--- src/rtl/fetch_unit.sv ---
// ---------------------------------------------------------------------------
// fetch_unit -- instruction fetch stage feeding the IF/ID pipeline register.
//
// The PC register addresses a combinational instruction memory.  Each RUN
// edge registers the returned word together with PC+4 into the IF/ID
// outputs.  A zero word (unmapped memory) can halt fetch when HALT_ON_ZERO
// is set; only a branch redirect or reset resumes fetching.
//
// Parameters
//   RESET_PC      PC value loaded on reset
//   HALT_ON_ZERO  1: a fetched word of 0 halts fetch
//
// Ports
//   clk           single clock, rising edge
//   rst           asynchronous active-high reset
//   freeze        downstream hazard stall: hold PC and IF/ID outputs
//   branch_taken  redirect request from execute (wins over freeze)
//   branch_addr   byte address of the redirect target
//   imem_addr     word-aligned byte address to instruction memory
//   imem_instr    combinational instruction word for imem_addr
//   pc_out        registered fetched PC + 4
//   instr_out     registered fetched instruction
//   valid_out     pc_out/instr_out hold a live instruction
//   halted        fetch FSM is in HALTED
//   fetch_count   saturating count of instructions issued with valid_out=1
// ---------------------------------------------------------------------------
module fetch_unit #(
  parameter logic [31:0] RESET_PC     = 32'd0,
  parameter bit          HALT_ON_ZERO = 1'b1
) (
  input  logic        clk,
  input  logic        rst,
  input  logic        freeze,
  input  logic        branch_taken,
  input  logic [31:0] branch_addr,
  output logic [31:0] imem_addr,
  input  logic [31:0] imem_instr,
  output logic [31:0] pc_out,
  output logic [31:0] instr_out,
  output logic        valid_out,
  output logic        halted,
  output logic [15:0] fetch_count
);

  localparam logic [0:0] S_RUN    = 1'b0;
  localparam logic [0:0] S_HALTED = 1'b1;

  logic [0:0]  r_state;
  logic [31:0] r_pc;
  logic [31:0] r_pc_out;
  logic [31:0] r_instr;
  logic        r_valid;
  logic [15:0] r_count;

  logic [31:0] w_pc_plus4;
  logic        w_zero_halt;

  // Natural 32-bit wrap: 0xFFFFFFFC + 4 = 0.
  assign w_pc_plus4  = r_pc + 32'd4;
  assign w_zero_halt = HALT_ON_ZERO && (imem_instr == 32'd0);

  always_ff @(posedge clk or posedge rst) begin
    if (rst) begin
      r_state  <= S_RUN;
      r_pc     <= RESET_PC;
      r_pc_out <= 32'd0;
      r_instr  <= 32'd0;
      r_valid  <= 1'b0;
      r_count  <= 16'd0;
    end else if (branch_taken) begin
      // Redirect flushes the IF/ID slot and leaves any halt.
      r_state  <= S_RUN;
      r_pc     <= branch_addr & 32'hFFFF_FFFC;
      r_pc_out <= 32'd0;
      r_instr  <= 32'd0;
      r_valid  <= 1'b0;
    end else if (freeze) begin
      // Hold everything, including the issue counter.
    end else if (r_state == S_HALTED) begin
      r_valid <= 1'b0;
    end else if (w_zero_halt) begin
      // Halt on the same edge the zero word is seen; PC stays on it.
      r_instr <= 32'd0;
      r_valid <= 1'b0;
      r_state <= S_HALTED;
    end else begin
      r_pc     <= w_pc_plus4;
      r_pc_out <= w_pc_plus4;
      r_instr  <= imem_instr;
      r_valid  <= 1'b1;
      if (r_count != 16'hFFFF) begin
        r_count <= r_count + 16'd1;
      end
    end
  end

  assign imem_addr   = r_pc & 32'hFFFF_FFFC;
  assign pc_out      = r_pc_out;
  assign instr_out   = r_instr;
  assign valid_out   = r_valid;
  assign halted      = (r_state == S_HALTED);
  assign fetch_count = r_count;

endmodule

--- config.mk ---
export PLATFORM = sky130hd
export DESIGN_NAME = fetch_unit
export DESIGN_NICKNAME = d
export VERILOG_FILES = /design/src/rtl/fetch_unit.sv
export SDC_FILE = /design/constraint.sdc
export NUM_CORES = 1
export LEC_CHECK = 0
export ABC_AREA = 1
export BUFFER_PORTS_ARGS = -buffer_cell sky130_fd_sc_hd__buf_2
export CORE_ASPECT_RATIO = 1.25
export CORE_UTILIZATION = 45
export DETAILED_ROUTE_END_ITERATION = 10
export HOLD_SLACK_MARGIN = 0.12
export PLACE_DENSITY = 0.82
export SYNTH_ARGS = -nofsm -noshare
export SYNTH_HDL_FRONTEND = slang
export SYNTH_SLANG_ARGS = --single-unit
--- constraint.sdc ---
create_clock -name clk -period 9.2 [get_ports clk]
set_clock_uncertainty 0.1 [all_clocks]
set_input_delay 0.92 -clock clk [delete_from_list [all_inputs] [get_ports clk]]
set_output_delay 0.92 -clock clk [all_outputs]
set_load 0.01 [all_outputs]
Yosys cells after proc, flatten, opt, wreduce, memory -nomap -nowiden
Cells that the tools add are included.
{"block": "word_totals", "regBits": 114, "latchBits": 0, "ram_bits": 0, "mem_bits_ro": 0, "in_bits": 68, "memories": 0}
{"block": "classes", "n_addsub": 2, "n_mul": 0, "div": 0, "n_lt_le_gt_ge": 0, "eq_ne": 4, "shift": 0, "mux": 17, "bitwise_logic": 4, "reduce_logical": 4}
{"operator": "two-way mux 32 bit", "count": 9}
{"operator": "adder 32 x 3 -> 32 bit (second input constant)", "count": 1}
{"operator": "logical NOT 32 bit", "count": 1}
{"operator": "adder 16 x 1 -> 16 bit (second input constant)", "count": 1}
{"operator": "!= test 16 bit (second input constant)", "count": 1}
{"operator": "two-way mux 1 bit", "count": 8}
{"operator": "AND reduction 5 bit", "count": 1}
{"operator": "!= test 2 bit (second input constant)", "count": 2}
{"operator": "inverter 1 bit", "count": 4}
{"operator": "AND reduction 3 bit", "count": 1}
{"operator": "!= test 2 x 1 -> 1 bit (second input constant)", "count": 1}
{"operator": "AND reduction 2 bit", "count": 1}

Logic depth before layout (Yosys ltp)
Gate-level depths: netlist (run 1).
{"block": "logic_depth", "depth_word": 5, "depth_mapped": 11}

Worst setup path before layout (run 1)
Ideal clock, no wire load.
{"block": "synth_path", "kind": "input-to-reg", "startpoint": "input port imem_instr[14]", "endpoint": "register r_pc_out[21] (netlist: pc_out[21])", "setup_time_ns": 0.066, "arrival_ns": 1.921, "setup_slack_ns": 7.113, "cell_stages": 11, "path_cell_list": "nor2_1 nand2_1 nor2_1 nand2_1 nor2_2 nor2_4 nor2_4 buf_6 buf_4 nand2_1 nand2_1"}
{"block": "synth_via", "elab_chain_cells": 3}
{"element": "from (decl)", "line_no": "37", "source": "input logic [31:0] imem_instr,"}
{"element": "logical NOT 32 bit", "line_no": "60", "source": "assign w_zero_halt = HALT_ON_ZERO && (imem_instr == 32'd0);"}
{"element": "!= test 2 bit (no source line)"}
{"element": "AND reduction 3 bit (no source line)"}
{"element": "to (signal assigned)", "line_no": "88", "source": "r_pc_out <= w_pc_plus4;"}
{"element": "to (decl)", "line_no": "50", "source": "logic [31:0] r_pc_out;"}
Every way passes these cells.
A chain may end at the register's enable or synchronous reset.

Final worst setup path (run 1)
{"block": "layout_path", "startpoint": "input port imem_instr[31]", "endpoint": "register r_pc[13]"}
{"block": "layout_via", "elab_chain_cells": 3}
{"element": "logical NOT 32 bit", "line_no": "60"}
{"element": "!= test 2 bit (no source line)"}
{"element": "AND reduction 3 bit (no source line)"}
{"element": "to (signal assigned)", "line_no": "73", "source": "r_pc <= branch_addr & 32'hFFFF_FFFC;"}
{"element": "to (signal assigned)", "line_no": "87", "source": "r_pc <= w_pc_plus4;"}
{"element": "to (decl)", "line_no": "49", "source": "logic [31:0] r_pc;"}
Every way passes these cells.

==> results of run 1 <==
==> Yosys cell counts, types with 2 or more instances <==
| library cell | n | area (sq um) |
|---|---|---|
| xor2_1 | 7 | 61.3 |
| buf_2 | 10 | 50.1 |
| buf_1 | 5 | 18.8 |
| nor3_1 | 2 | 10.0 |
| ha_1 | 2 | 25.0 |
| nand4_1 | 32 | 200 |
| nor2_2 | 4 | 25.0 |
| clkbuf_1 | 13 | 48.8 |
| or2_2 | 3 | 18.8 |
| o21a_1 | 2 | 15.0 |
| xnor2_1 | 5 | 43.8 |
| o21ai_0 | 16 | 80.1 |
| o21bai_1 | 4 | 30.0 |
| nand3_1 | 50 | 250 |
| dfrtp_1 | 111 | 2780 |
| a21boi_0 | 5 | 37.5 |
| buf_6 | 2 | 22.5 |
| nor2_1 | 78 | 293 |
| or2_1 | 2 | 12.5 |
| nor2_4 | 4 | 45.0 |
| buf_4 | 4 | 30.0 |
| inv_1 | 47 | 176 |
| nand2_1 | 422 | 1580 |
| nand3b_1 | 5 | 37.5 |
| a21oi_1 | 4 | 20.0 |
==> final timing paths <==
kind | cells past startpoint | from | to | slack, ps
max | 8 | imem_instr[31] | r_pc[13]$_DFFE_PP0P_ | 6260
min | 2 | pc_out[24]$_DFFE_PP0P_ | pc_out[24]$_DFFE_PP0P_ | 370
max reg2reg | 4 | halted$_DFFE_PP0N_ | r_pc[13]$_DFFE_PP0P_ | 6930
min reg2reg | 2 | pc_out[24]$_DFFE_PP0P_ | pc_out[24]$_DFFE_PP0P_ | 370
max in group asynchronous | 3 | rst | r_pc[21]$_DFFE_PP0P_ | 7180
min in group asynchronous | 2 | rst | instr_out[30]$_DFFE_PP0P_ | 530
==> flip-flops by register name (all words and copies together) (netlist names) <==
name / cells
r_pc: 30
instr_out: 32
halted: 1
pc_out: 31
fetch_count: 16
valid_out: 1
==> power by group <==
group / internal [mW] / leakage [nW] / switching, mW
combinational: 0.0837 / 2.50 / 0.141
sequential: 0.531 / 1.46 / 0.0487
clock: 0.215 / 0.151 / 0.188
==> cell type report <==
cell class	instances	area (sq um)
fill	1246	5590
multi-input combinational	654	2850
sequential	111	2780
timing repair buffer	181	916
clock buffer	9	225
tap	168	210
inverter	49	186
clock inverter	7	78.8
antenna	1	2.50
==> metal layers <==
metal	vias up	track usage [%]	share of wire [%]
met5	-	0	0
li1	2974	-	-
met3	33	3.52	4.8
met1	2728	29.2	42
met4	0	10.0	2.6
met2	194	43.6	51
==> kinds of logic (layout without fill, tap and decap cells) <==
group                      after synthesis  after routing  share of synthesized area, %
AOI/OAI and AO/OA                       32             32                          3.14
xor gates and xnor gates                12             12                          1.76
DFF                                    111            111                          46.5
buffers and inverters                   83            246                          5.93
adders and majority gates                2              2                         0.419
other                                    1              3                        0.0628
and+or+nand+nor                        606            606                          42.2
==> worst max-delay path: cells and delay by family <==
family,cells,cell delay [ps]
AND/OR/NAND/NOR,6,1590
AO/OA/AOI/OAI,1,440
buffers and inverters,1,100
==> through the flow <==
step | instances | worst slack, ps | power [mW] | area (sq um) | hold slack [ps]
detailed placement | 1163 | 5860 | 0.815 | 6940 | 353
floorplan | 848 | 5250 | 0.717 | 5980 | 407
finish | 1180 | 6260 | 1.21 | 7240 | 367
CTS | 1179 | 6230 | 1.22 | 7240 | 372
global route | 1180 | 6010 | 1.27 | 7240 | 389
global placement | 1163 | 5970 | 0.809 | 6940 | 351
==> metrics.cfg, run 1 <==
[run_status]
status = finished clean

[layout]
mostFrequentLayoutCells = nand2_1, buf_2, dfrtp_1
nNetsFinal = 1076
utilization_pct = 56.4
area_growth_pct = 21.3
drive_gt1_share_pct = 21.2
final_common_cell = nand2_1

[routing]
post_drt_wl_per_cell_um = 13.7
drtIter0Drc = 367
drt_pass1_iterations = 6
antenna_left = 0
vias_per_cell = 5.02
routed_wl_mm = 16.2
drc_errors = 0
vias = 5929

[logic_synthesis]
synthArstFlopShare_pct = 100
syn_inst = 847
avgSynthCellArea_sq_um = 7.05
ys_warn_count = 0
synth_seq_cells = 111
yosysSeqAreaShare_pct = 46.5
syn-cell-area_sq_mm = 0.00597
synth_flop_cell = dfrtp_1
ys_types = 33
synth-edff-count = 0

[grt]
grt_pass1_vias = 5443
antenna_found_initial = 1
grt_max_degree = 67
grt.overflow.total = 0
grt_pass1_wl_mm = 26.2
track_usage_pct = 24.2

[critical_path]
cpMostUsedCell = nand2_1
crit_chain = buf_2 -> nor2_1 -> nand2_1 -> nor2_1 -> nand4_1 -> nand2_1 -> nand2_1 -> o21ai_0
worst_path_largest_cell_delay_ps = 720
critPathKind = in2reg
setup.worst_path.end_class = register
cpMaxStageDelayCell = nand2_1
arrival_ps = 3080
start_kind = input pin
cp_max_fo = 31
cp.required_ps = 9340

[pwr]
peakVddDrop_mv = 0.0999
p_leak_nw = 4.11
power_density_mw_per_mm2 = 167

[clocking]
cts.clk_slew.worst_paths_ps = 80
clock_latency_ps = 350
numCtsBuffers = 9
cts_hold_buf = 0
cts.sinks = 111
cts_tree = built
htree_levels = 3
cts_resized = 0
clock_path_buffers = 2
cts_setup_buffers = 0
ctsRootBufferMaster = clkbuf_16

[floorplan]
dieArea_sq_mm = 0.0137
start_util_pct = 46.5
std_cell_rows = 46
die_w_um = 105
core_area_sq_mm = 0.0128
die_h_um = 131
num_io_pins = 182

[sta]
relSlewSlack_pct = 20.0
setup_viol = 0
fin_setup_tns_ps = 0
slew_violations = 0
hold_viol = 0
timing.fmax_mhz = 340
finalCriticalPeriod_ps = 2940
final.period_utilization_pct = 32.0
rsz0062_at_grt = false
worst_slew_pin_slew_ps = 1200

[run]
cap_violations = 0

[placed_design]
place.port_buffers = 177
gp_congestion = 0.897
dp_hpwl_mm = 11.6

[min_path]
hp-class = reg2reg

(Power assumes the default switching activity.)
==> run 2, diff against run 1 <==
Settings changed: ABC_AREA 1 to 0, PLACE_DENSITY 0.82 to 0.84.
Clock period 9.2 ns to 2.8 ns, I/O delays scaled along.
==> run 2 against run 1 <==
Area after synthesis decreased by 8.7%. Critical path depth unchanged. Highest routed layer unchanged. Sequential power increased to 3.3 times the previous value. Register-to-register slack got worse by 6600 ps. Power increased to 3.3 times the previous value. Combinational power increased to 3.7 times the previous value. Clock power increased to 3.0 times the previous value. First-iteration DRC count increased by 19%. Via count decreased by 11%. Synthesized cell count decreased by 36%. Global-route usage increased by 2.3 points. Core utilization increased by 6.3 points. Largest cell class is now registers. Critical endpoint is now fetch_count[1]$_DFFE_PP0P_.
==> metrics.cfg, run 2 <==
[run_status]
status = finished clean

[critical_path]
cpMaxStageDelayCell = and4_1
arrival_ps = 2810  ; -270 ps
cp_max_fo = 47  ; +52%
cp.required_ps = 2930  ; -6410 ps
critical_path_buf_inv_count = 3  ; +2
setup.worst_path.end_class = register
worst_path_largest_cell_delay_ps = 560  ; -160 ps
critPathKind = in2reg
cp_top_family = simple AND/OR/NAND/NOR gates
start_kind = input pin
crit_chain = dlygate4sd3_1 -> buf_2 -> nor4_1 -> and4_1 -> a2111oi_4 -> buf_12 -> nand2_1 -> mux2_1

[layout]
antenna_cells = 0  ; -1
mostFrequentLayoutCells = buf_2, dfrtp_1, dlygate4sd3_1
nNetsFinal = 826  ; -23%
fill_cells = 951  ; -24%
area_growth_pct = 34.9
drive_gt1_share_pct = 28.4  ; +7.2 points
final_common_cell = buf_2
stdcell_count = 922  ; -22%
largest_reg_flops = 32  ; unchanged

[sta]
worst_slew_pin_slew_ps = 1200  ; -0.155 ps
setup_viol = 0  ; unchanged
relSlewSlack_pct = 19.6  ; -0.37 points
timing.fmax_mhz = 373
slew_violations = 0  ; unchanged
fin_setup_tns_ps = 0  ; unchanged
hold_viol = 0  ; unchanged
final.period_utilization_pct = 95.7
finalCriticalPeriod_ps = 2680
rsz0062_at_grt = false

[pwr]
p_leak_nw = 3.40  ; -17%
p_total_mw = 3.96  ; +230%
peakVddDrop_mv = 0.267  ; +170%
power_density_mw_per_mm2 = 538  ; +220%

[placed_design]
gp_congestion = 0.838  ; -6.5%
place.port_buffers = 177  ; unchanged
post-place-cells = 849  ; -27%
dp_hpwl_mm = 10.8  ; -7.0%

[routing]
drc_errors = 0  ; unchanged
drtIter0Drc = 438  ; +19%
routed_wl_mm = 16.7  ; +2.9%
antenna_left = 0  ; unchanged
drt_pass1_iterations = 5  ; -1
post_drt_wl_per_cell_um = 18.1  ; +32%
vias_per_cell = 5.72  ; +14%
vias = 5271  ; -11%

[logic_synthesis]
yosysSeqAreaShare_pct = 50.9  ; +4.4 points
syn_inst = 541  ; -36%
syn-cell-area_sq_mm = 0.00545  ; -8.7%
synth_seq_cells = 111  ; unchanged
synth-edff-count = 0  ; unchanged
yosys-top-cells-count = dfrtp_1, nand2_1, a22o_1, nor2_1, nand3_1
synth.most_common_cell = dfrtp_1
synthArstFlopShare_pct = 100  ; unchanged
ys_types = 45  ; +36%
ys_warn_count = 0  ; unchanged
yosysTopAreaCell = dfrtp_1
synth_flop_cell = dfrtp_1
synthDominantCellAreaShare_pct = 50.9  ; +4.4 points
avgSynthCellArea_sq_um = 10.1  ; +43%
yosys-top-cells-area = dfrtp_1, a22o_1, xnor2_1, xor2_1, nand3_1

[floorplan]
start_util_pct = 46.5  ; about the same
core_area_sq_mm = 0.0117  ; -8.6%
num_io_pins = 182  ; unchanged
die_w_um = 100  ; -4.4%
dieArea_sq_mm = 0.0126  ; -8.5%
std_cell_rows = 44  ; -4.3%
die_h_um = 125  ; -4.4%

[clocking]
cts.clk_slew.worst_paths_ps = 70  ; about the same
numCtsBuffers = 9  ; unchanged
ctsRootBufferMaster = clkbuf_16
cts.sinks = 111  ; unchanged
cts_tree = built
clock_path_buffers = 2  ; unchanged
cts_setup_buffers = 0  ; unchanged
clock_latency_ps = 350  ; about the same
htree_levels = 3  ; unchanged

[grt]
antenna_found_initial = 0  ; -1
grt_max_degree = 65  ; -3.0%
grt_pass1_vias = 5191  ; -4.6%
grt.overflow.total = 0  ; unchanged
grt_pass1_wl_mm = 26.0  ; -0.55%
track_usage_pct = 26.5  ; +2.3 points

[min_path]
hp-class = in2reg

[run]
cap_violations = 0  ; unchanged

## run 2: cell types whose count changed after synthesis, sizes merged, moves of 15 or more
cell / before / now
inv: 48 / 5
nand2: 423 / 34
nand3: 51 / 31
a22o: 0 / 33
a211oi: 0 / 15
clkbuf: 13 / 29
o21ai: 17 / 35
nor4: 0 / 15
xor2: 7 / 27
xnor2: 5 / 28
nor2: 86 / 33
## run 2: path summary, 6_finish.rpt
kind | endpoint | startpoint | slack, ps | depth (start not counted)
hold / removal | r_pc[14]$_DFFE_PP0P_ | branch_addr[14] | 130 | 3
setup reg to reg | r_pc[30]$_DFFE_PP0P_ | r_pc[2]$_DFFE_PP0P_ | 360 | 6
max in group asynchronous | instr_out[21]$_DFFE_PP0P_ | rst | 1280 | 4
min in group asynchronous | fetch_count[7]$_DFFE_PP0P_ | rst | 460 | 3
setup / recovery | fetch_count[1]$_DFFE_PP0P_ | imem_instr[25] | 120 | 8
hold reg to reg | fetch_count[5]$_DFFE_PP0P_ | fetch_count[5]$_DFFE_PP0P_ | 400 | 1
## run 2: timing repair
item,CTS,global route
hold buffers,56,0
endpoints found under the hold margin,80,0
resized for setup,0,0
setup endpoints to repair,0,10
## run 2: worst min-delay path, delay by kind of cell
family / cells / cell delay (ps)
buf+inv: 1 / 100
compound gates: 1 / 50
simple gates: 1 / 100
## run 2: stage by stage
| stage | area (sq um) | hold WS (ps) | setup slack (ps) | utilization (%) |
|---|---|---|---|---|
| after global routing | 7360 | 140 | 17.9 | 62.8 |
| after global placement | 6510 | 278 | 351 | 55.5 |
| after detailed placement | 6510 | 291 | 224 | 55.5 |
| final | 7360 | 132 | 119 | 62.8 |
| after floorplan | 5460 | 301 | 807 | - |
| after CTS | 7350 | 127 | 55.7 | 62.7 |
## run 2: layer usage
metal	up-vias	track usage, %	part of all wire [%]
met5	-	0	0
met4	0	14.7	4.0
met3	54	4.47	5.8
met2	237	44.9	52
met1	2571	31.6	39
li1	2409	-	-
## run 2: cell type report
| class | instances | area [sq um] | area share [%] |
|---|---|---|---|
| flip-flops and latches | 111 | 2780 | 37.7 |
| multi-input cells | 382 | 2500 | 34.0 |
| repair buffers | 247 | 1580 | 21.4 |
| clock buffers | 12 | 246 | 3.35 |
| well taps | 161 | 201 | 2.74 |
| clock inverters | 4 | 30.0 | 0.408 |
| inverters | 5 | 22.5 | 0.306 |
## run 2: kinds of logic after synthesis
logic type	after synthesis	synth area share, %
and+or+nand+nor	186	18.6
AOI/OAI and AO/OA	134	16.7
DFF	111	50.9
xor gates and xnor gates	55	8.83
buffers and inverters	50	3.97
adders and majority gates	2	0.459
muxes	2	0.413
other	1	0.0688
## run 2: report_power, final
group          switching, mW  internal [mW]
Clock                  0.573          0.633
Sequential             0.174           1.75
Combinational          0.461          0.367
Total                   1.21           2.75
==> run 3, diff against run 2 <==
Settings changed: ABC_AREA 0 to 1, PLACE_DENSITY 0.84 to 0.82.
==> run 3 against run 2 <==
Fmax rose by 10%. Non-clock buffer count fell by 20. Power rose by 0.36%. Core utilization fell by 2.8 points. Worst hold slack got worse by 2.3 ps. Routed wire length rose by 2.4%. Sequential power barely moved. Die area rose by 9.3%. Clock-buffer cell count fell by 2. Register-to-register slack improved by 220 ps. Combinational power fell by 3.1%. Critical endpoint is now instr_out[8]$_DFFE_PP0P_. Highest routed layer unchanged.
==> metrics.cfg, run 3 (synthesized netlist as in run 1, its figures left out) <==
[critical_path]
ff2ff_setup_slack_ps = 580  ; +220 ps
r2r_start = halted$_DFFE_PP0N_
crit_chain = dlygate4sd3_1 -> buf_2 -> nor2_1 -> inv_1 -> nor2_4 -> nand2_1 -> inv_2 -> nand2_1 -> nand2_1
setup.worst_path.end_class = register
cp.required_ps = 2990  ; +60 ps
cpMaxStageDelayCell = dlygate4sd3_1
critPathKind = in2reg
arrival_ps = 2630  ; -180 ps
cpMostUsedCell = nand2_1
worst_path_largest_cell_delay_ps = 530  ; -30 ps
cp_max_fo = 30  ; -36%
reg2reg_to = instr_out[8]$_DFFE_PP0P_
start_kind = input pin
worst-r2r-cell-count = 7  ; +1

[sta]
worst_slew_pin_slew_ps = 606  ; -593 ps
finalCriticalPeriod_ps = 2440  ; -244 ps
timing.fmax_mhz = 410  ; +10%
relSlewSlack_pct = 59.6  ; +40 points
fin_setup_tns_ps = 0  ; unchanged
setup_viol = 0  ; unchanged
slew_violations = 0  ; unchanged
hold_viol = 0  ; unchanged
rsz0062_at_grt = false
final.period_utilization_pct = 87.0  ; -8.7 points

[grt]
grt_pass1_wl_mm = 27.8  ; +6.8%
grt_max_degree = 112  ; +72%
grt_pass1_vias = 5983  ; +15%
track_usage_pct = 25.5  ; -1.0 points
antenna_found_initial = 0  ; unchanged
grt.overflow.total = 0  ; unchanged

[layout]
stdcell_count = 1225  ; +33%
mostFrequentLayoutCells = nand2_1, buf_2, dfrtp_1
largest_reg_flops = 32  ; unchanged
fill_cells = 1179  ; +24%
area_growth_pct = 28.9
nNetsFinal = 1122  ; +36%
antenna_cells = 0  ; unchanged
final_common_cell = nand2_1
fin_area_sq_mm = 0.00770  ; +4.6%
drive_gt1_share_pct = 20.8  ; -7.6 points

[pwr]
pwr-share-clk_pct = 31.9  ; +1.5 points
internal_power_mw = 2.71  ; -1.6%
p_total_mw = 3.97  ; +0.36%
p_switching_mw = 1.27  ; +4.8%
switching_share_pct = 31.9  ; +1.3 points
peakVddDrop_mv = 0.293  ; +9.8%
power_density_mw_per_mm2 = 516  ; -4.1%
sequentialPowerShare_pct = 47.9  ; -0.7 points
p_leak_nw = 4.30  ; +26%
power_frac_comb_pct = 20.2  ; -0.7 points

[floorplan]
start_util_pct = 46.5  ; about the same
dieArea_sq_mm = 0.0137  ; +9.3%
die_h_um = 131  ; +4.6%
die_w_um = 105  ; +4.6%
core_area_sq_mm = 0.0128  ; +9.5%
std_cell_rows = 46  ; +4.5%
num_io_pins = 182  ; unchanged

[routing]
post_drt_wl_per_cell_um = 14.0  ; -23%
drtIter0Drc = 408  ; -6.8%
wl_met2_mm = 8.55  ; -0.65%
met1_length_mm = 6.89  ; +6.9%
routed_wl_mm = 17.1  ; +2.4%
drt_pass1_iterations = 5  ; unchanged
wl_met3_um = 879  ; -9.5%
vias_per_cell = 5.08  ; -11%
vias = 6222  ; +18%
drc_errors = 0  ; unchanged
antenna_left = 0  ; unchanged
top_layer_used = met4

[min_path]
hp-start = branch_addr[10]
holdPathEnd = r_pc[10]$_DFFE_PP0P_
hp-class = in2reg
holdPathStages = 5  ; +2

[clocking]
ctsRootBufferMaster = clkbuf_16
numCtsBuffers = 9  ; unchanged
cts_setup_buffers = 0  ; unchanged
cts.sinks = 111  ; unchanged
clock_path_buffers = 2  ; unchanged
htree_levels = 3  ; unchanged
cts_resized = 0  ; unchanged
clock_latency_ps = 350  ; about the same
cts_tree = built
cts.clk_slew.worst_paths_ps = 80  ; about the same

[placed_design]
dp_hpwl_mm = 11.8  ; +9.0%
gp_congestion = 0.881  ; +5.1%
place.port_buffers = 177  ; unchanged
post-place-cells = 1169  ; +38%
placed_cell_area_sq_mm = 0.00701  ; +7.6%

[run]
cap_violations = 0  ; unchanged

[run_status]
status = finished clean

[run 3: worst max path at each step]
stage                 from  slack (ps)                          to
floorplan              rst        1080  fetch_count[0]$_DFFE_PP0P_
global placement    freeze         610    instr_out[7]$_DFFE_PP0P_
detailed placement  freeze         560   instr_out[24]$_DFFE_PP0P_
CTS                 freeze         350   instr_out[24]$_DFFE_PP0P_
global route        freeze         130   instr_out[17]$_DFFE_PP0P_
finish              freeze         360    instr_out[8]$_DFFE_PP0P_
[run 3: worst max-delay path, delay by kind of cell]
kind | cells | cell delay [ps]
buf+inv | 4 | 1210
simple gates | 5 | 1130
[run 3: stage by stage]
| stage | utilization (%) | hold slack [ps] | setup slack, ps |
|---|---|---|---|
| 2_1_floorplan | - | 267 | 1080 |
| 3_5_place_dp | 54.6 | 353 | 558 |
| 6_report | 60.0 | 129 | 363 |
| 3_3_place_gp | 54.6 | 350 | 612 |
| 5_1_grt | 60.0 | 129 | 128 |
| 4_1_cts | 60.0 | 122 | 353 |
[run 3: timing repair]
action | 4_1_cts | 5_1_grt
hold buffers | 40 | 0
hold endpoints to repair | 151 | 0
endpoints found under the setup margin | 0 | 0
[run 3: layout make-up]
cell class,count,area [sq um],area share (%)
clock inverter,6,50.0,0.650
timing repair buffer,227,1390,18.0
sequential,111,2780,36.1
multi-input combinational,654,2850,37.0
tap,168,210,2.73
inverter,49,188,2.44
clock buffer,10,239,3.10
[run 3: layer usage]
| layer | vias up | GRT usage (%) |
|---|---|---|
| li1 | 3059 | - |
| met1 | 2879 | 29.2 |
| met2 | 222 | 45.0 |
| met3 | 62 | 4.71 |
| met4 | 0 | 14.7 |
| met5 | - | 0 |
[run 3: power by group through the flow]
stage / Clock [mW] / Combinational (mW) / Sequential [mW]
6_report: 1.27 / 0.803 / 1.90
5_1_grt: 1.37 / 0.900 / 1.93
4_1_cts: 1.30 / 0.807 / 1.90
3_5_place_dp: 0 / 0.761 / 1.93
3_3_place_gp: 0 / 0.743 / 1.93
2_1_floorplan: 0 / 0.383 / 1.97
